File: src/rtl/conv_frame_ctrl.sv
// Frame controller for a 3x3 convolution datapath: feeds pixels in raster order,
// captures interior results into a 2-deep output FIFO and signals frame completion.
module conv_frame_ctrl #(
  parameter int IMG_W = 502,
  parameter int IMG_H = 502
) (
  input  logic        clk,
  input  logic        rst_n,
  input  logic        start,
  input  logic        kernel_ld,
  input  logic [71:0] kernel_in,
  input  logic        pix_valid,
  input  logic [7:0]  pix_in,
  output logic        pix_ready,
  output logic        conv_clr,
  output logic        conv_we,
  output logic [7:0]  conv_din,
  output logic [71:0] conv_kernel,
  input  logic [7:0]  conv_dout,
  output logic        out_valid,
  output logic [7:0]  out_data,
  input  logic        out_ready,
  output logic        busy,
  output logic        done
);

  localparam int CW = (IMG_W > 1) ? $clog2(IMG_W) : 1;
  localparam int RW = (IMG_H > 1) ? $clog2(IMG_H) : 1;
  localparam logic [CW-1:0] COL_LAST = CW'(IMG_W - 1);
  localparam logic [RW-1:0] ROW_LAST = RW'(IMG_H - 1);
  localparam logic [CW-1:0] COL_TWO  = CW'(2);
  localparam logic [RW-1:0] ROW_TWO  = RW'(2);

  typedef enum logic [1:0] {
    S_IDLE,
    S_CLR,
    S_RUN,
    S_FLUSH
  } state_t;

  state_t        r_state;
  state_t        w_stateNext;
  logic [CW-1:0] r_col;
  logic [RW-1:0] r_row;
  logic          r_capPend;
  logic [7:0]    r_mem [2];
  logic          r_wrPtr;
  logic          r_rdPtr;
  logic [1:0]    r_count;
  logic [71:0]   r_kernel;

  logic          w_pop;
  logic          w_push;
  logic [2:0]    w_occ;
  logic          w_fire;
  logic          w_capture;
  logic          w_lastPix;
  logic          w_drained;

  // Occupancy the FIFO will have after this cycle, counting a capture already in flight.
  assign w_pop     = (r_count != 2'd0) && out_ready;
  assign w_push    = r_capPend;
  assign w_occ     = {1'b0, r_count} + {2'b00, r_capPend} - {2'b00, w_pop};
  assign pix_ready = (r_state == S_RUN) && (w_occ <= 3'd1);
  assign w_fire    = pix_valid && pix_ready;
  assign w_capture = w_fire && (r_row >= ROW_TWO) && (r_col >= COL_TWO);
  assign w_lastPix = w_fire && (r_row == ROW_LAST) && (r_col == COL_LAST);
  assign w_drained = !r_capPend &&
                     ((r_count == 2'd0) || ((r_count == 2'd1) && w_pop));

  assign conv_clr    = (r_state == S_CLR);
  assign conv_we     = w_fire;
  assign conv_din    = w_fire ? pix_in : 8'd0;
  assign conv_kernel = r_kernel;
  assign out_valid   = (r_count != 2'd0);
  assign out_data    = r_mem[r_rdPtr];
  assign busy        = (r_state != S_IDLE);

  always_ff @(posedge clk or negedge rst_n) begin
    if (!rst_n) begin
      r_state <= S_IDLE;
    end else begin
      r_state <= w_stateNext;
    end
  end

  always_comb begin
    w_stateNext = r_state;
    done        = 1'b0;
    case (r_state)
      S_IDLE:  if (start) w_stateNext = S_CLR;
      S_CLR:   w_stateNext = S_RUN;
      S_RUN:   if (w_lastPix) w_stateNext = S_FLUSH;
      S_FLUSH: begin
        if (w_drained) begin
          w_stateNext = S_IDLE;
          done        = 1'b1;
        end
      end
      default: w_stateNext = S_IDLE;
    endcase
  end

  // Kernel is only writable while idle so a running frame always sees one coefficient set.
  always_ff @(posedge clk or negedge rst_n) begin
    if (!rst_n) begin
      r_kernel <= 72'd0;
    end else if ((r_state == S_IDLE) && kernel_ld) begin
      r_kernel <= kernel_in;
    end
  end

  always_ff @(posedge clk or negedge rst_n) begin
    if (!rst_n) begin
      r_col     <= '0;
      r_row     <= '0;
      r_capPend <= 1'b0;
    end else begin
      r_capPend <= w_capture;
      if (r_state == S_CLR) begin
        r_col <= '0;
        r_row <= '0;
      end else if (w_fire) begin
        if (r_col == COL_LAST) begin
          r_col <= '0;
          r_row <= (r_row == ROW_LAST) ? '0 : r_row + RW'(1);
        end else begin
          r_col <= r_col + CW'(1);
        end
      end
    end
  end

  // The datapath output is valid one cycle after the shift, hence the push from r_capPend.
  always_ff @(posedge clk or negedge rst_n) begin
    if (!rst_n) begin
      r_mem[0] <= 8'd0;
      r_mem[1] <= 8'd0;
      r_wrPtr  <= 1'b0;
      r_rdPtr  <= 1'b0;
      r_count  <= 2'd0;
    end else begin
      if (w_push) begin
        r_mem[r_wrPtr] <= conv_dout;
        r_wrPtr        <= ~r_wrPtr;
      end
      if (w_pop) begin
        r_rdPtr <= ~r_rdPtr;
      end
      case ({w_push, w_pop})
        2'b10:   r_count <= r_count + 2'd1;
        2'b01:   r_count <= r_count - 2'd1;
        default: r_count <= r_count;
      endcase
    end
  end

endmodule

File: config.mk
export PLATFORM = sky130hd
export DESIGN_NAME = conv_frame_ctrl
export DESIGN_NICKNAME = d
export VERILOG_FILES = /design/src/rtl/conv_frame_ctrl.sv
export SDC_FILE = /design/constraint.sdc
export NUM_CORES = 1
export LEC_CHECK = 0
export ABC_AREA = 1
export CAP_MARGIN = 20
export CORE_MARGIN = 10
export CORE_UTILIZATION = 41
export CTS_CLUSTER_SIZE = 25
export DETAILED_ROUTE_END_ITERATION = 10
export PLACE_DENSITY = 0.88
export SYNTH_ARGS = -nofsm -noshare
export SYNTH_HDL_FRONTEND = slang
export SYNTH_SLANG_ARGS = --single-unit
File: constraint.sdc
create_clock -name clk -period 2.4 [get_ports clk]
set_clock_uncertainty 0.2 [all_clocks]
set_input_delay 0.36 -clock clk [delete_from_list [all_inputs] [get_ports clk]]
set_output_delay 0.36 -clock clk [all_outputs]
set_load 0.01 [all_outputs]
==> metrics.cfg <==
[clock_network]
numCtsBuffers=17
clock_latency_ns=0.41
root_buffer=clkbuf_16
cts_sinks=113
cts_tree=yes
cts_buffer_depth=2
cts.clk_slew.worst_paths_ns=0.05
h-tree-depth=4

[drt]
routed_wl_um=16100
post-route-drc-count=0
wl_per_cell_um=17.7
drt_first_iter_violations=445
postRouteAntennaNets=0
viasPerCell=4.88
drt-pass1-iter-count=5
vias=4442

[setup_path]
critPathSlowestCell=fa_1
cp-startpoint=r_count[1]
path_class=reg2out
path_max_fanout=5
crit_chain=inv_2, ha_4, inv_4, nand2_4, xor2_2, ha_2, inv_2, fa_1, nand2_1, inv_1, nand3_2, inv_4, nand2_8, nor2_4, buf_6
reg2reg_slack_ns=-0.75
cpPeakStageDelay_ns=0.49
worstPathRequired_ns=1.84
r2r_cells=20
critPathLaunchType=register
setup.worst_path.end_class=output port
critPathArrivalTime_ns=2.67
r2r_end=r_col[0]
r2r_start=r_count[1]

[logic_synthesis]
yosys.area.top_type=dfrtp_1
avgSynthCellArea_um2=10.6
synth_warnings=0
synth.top_cell.area_share_pct=53.8
yosys-top-cells-area=dfrtp_1, mux2_2, nand2_1
syn_inst=497
ys_seq_elements=113
syn_nets=606
syn-cell-area_um2=5260
ys_seq_area_share_pct=53.8
synth.distinct_cells=32

[sta]
finalHoldViolCount=0
setup_viol=31
max_clock_freq_mhz=310
timing.final.crit_share_pct=135
drv_slew=0
period_needed_ns=3.23
rsz0062_at_grt=yes
slew_headroom_pct=57.7
tightest_slew_ns=0.635
hold_ws_ns=0.290
final.setup.worst_slack_ns=-0.830

[layout]
fin_nets=834
drive_above_1_share_pct=29.1
filler_cell_count=882
final_cell_count_no_fill=911
syn2layout_area_growth_pct=59.9
mostFrequentLayoutCell=clkdlybuf4s50_1
layout_common_cells=clkdlybuf4s50_1, dfrtp_1, nand2_1, mux2_2, inv_1

[hold_path]
hold_path_class=reg2reg
worstHoldStart=r_mem[5]
min_to=r_mem[5]
holdPathStages=2

[power_and_ir_drop]
leakage_nw=3.87
clkPwrFrac_pct=23.1
power_density_nw_per_um2=1230
finalPower_mw=10.3
ir_drop_v=0.000568
power.internal_mw=6.98
p_sw_share_pct=32.5
seq_power_share_pct=29.8
p_comb_share_pct=47.1
switching_power_mw=3.35

[grt]
grt_pass1_wl_um=25500
grt-ovfl-total=0
grt_max_degree=114
antenna_found_initial=1
track_usage_pct=18.0
first_global_vias=4807

[placed_design]
place_congestion=0.859
hpwlAfterDp_um=11800
place_inst=863
io_buffers=187
dpl_worst_slack_ns=-1.10

[die]
die_h_um=133
start_util_pct=41.8
io_pins=188
die_w_um=133
dieArea_um2=17700
coreArea_um2=12600
rows=41

[status]
violations=setup timing
status=complete, but fails checks

[flow_run]
drv_cap=0

Yosys cell counts, drive strengths merged:
| cell | instances |
|---|---|
| ha | 14 |
| buf | 13 |
| mux2 | 72 |
| nand2 | 107 |
| xor2 | 3 |
| fa | 1 |
| dfrtp | 113 |
| nand4 | 17 |
| o22ai | 1 |
| clkbuf | 1 |
| nor4 | 1 |
| or2 | 5 |
| clkinv | 1 |
| o21ai | 32 |
| nor2 | 34 |
| a21oi | 7 |
| nand3b | 1 |
| nand3 | 17 |
| inv | 57 |
power groups by stage:
stage / Combinational (mW) / Clock [mW] / Sequential, mW
after floorplan: 1.82 / 0 / 3.35
after global routing: 5.21 / 2.52 / 3.17
after global placement: 4.37 / 0 / 3.02
after detailed placement: 4.55 / 0 / 3.10
final: 4.86 / 2.39 / 3.08
after CTS: 4.86 / 2.42 / 3.08
logic make-up after synthesis:
kind of cell,count (synthesis),share of synthesized area (%)
AND/OR/NAND/NOR,182,16.2
adder cells (fa/ha/maj),15,3.71
flip-flops,113,53.8
buffers and inverters,72,5.93
XOR/XNOR,3,0.500
multiplexers,72,15.4
AO/OA/AOI/OAI,40,4.40
cell type report:
type / instances / area [um2] / share of cell area [%]
inverters: 58 / 226 / 2.69
clock buffers: 21 / 450 / 5.36
repair buffers: 222 / 2280 / 27.1
multi-input cells: 313 / 2290 / 27.2
diodes: 1 / 2.50 / 0.0298
clock inverters: 11 / 114 / 1.35
flip-flops and latches: 113 / 2830 / 33.6
well taps: 172 / 215 / 2.56
sequential cells by signal, indices dropped and copies added, names as in the netlist:
name / flops
r_row: 9
conv_kernel: 72
r_col: 9
r_rdPtr: 1
r_count: 2
r_mem: 16
r_state: 2
r_capPend: 1
r_wrPtr: 1
worst max-delay path by stage:
stage / cells after the start / end / slack [ns]
after floorplan: 14 / conv_din[0] / -0.31
after global placement: 13 / conv_din[0] / -1.04
after detailed placement: 13 / conv_din[0] / -1.10
after CTS: 15 / conv_din[4] / -0.82
after global routing: 15 / conv_din[3] / -0.94
final: 15 / conv_din[1] / -0.83
layer usage:
layer | GRT usage, % | wire, um | up-vias
met5 | 0 | 0 | -
met2 | 33.0 | 8650 | 177
met3 | 5.53 | 964 | 34
li1 | - | - | 2084
met4 | 7.07 | 438 | 0
met1 | 18.7 | 6050 | 2147
worst max-delay path: cells and delay by family, from the launching register on:
kind	cells	cell delay, ns
XOR/XNOR	1	0.15
adder cells (fa/ha/maj)	3	0.83
buffers and inverters	6	0.46
flip-flops	1	0.41
AND/OR/NAND/NOR	5	0.41
metrics by stage:
stage | util, % | TNS (ns) | instance area (um2)
CTS | 66.5 | -20.05 | 8360
detailed placement | 60.3 | -26.63 | 7580
global route | 66.9 | -26.26 | 8410
floorplan | - | -7.37 | 5380
global placement | 60.3 | -24.45 | 7580
finish | 66.9 | -22.62 | 8410
repair_timing:
item,4_1_cts,5_1_grt
gates resized for setup,63,8
endpoints found under the hold margin,113,0
pin swaps,5,5
cloned,3,0
buffers inserted,9,4
endpoints found under the setup margin,32,36
hold buffers,1,0
Power figures use the tool's default switching activity.
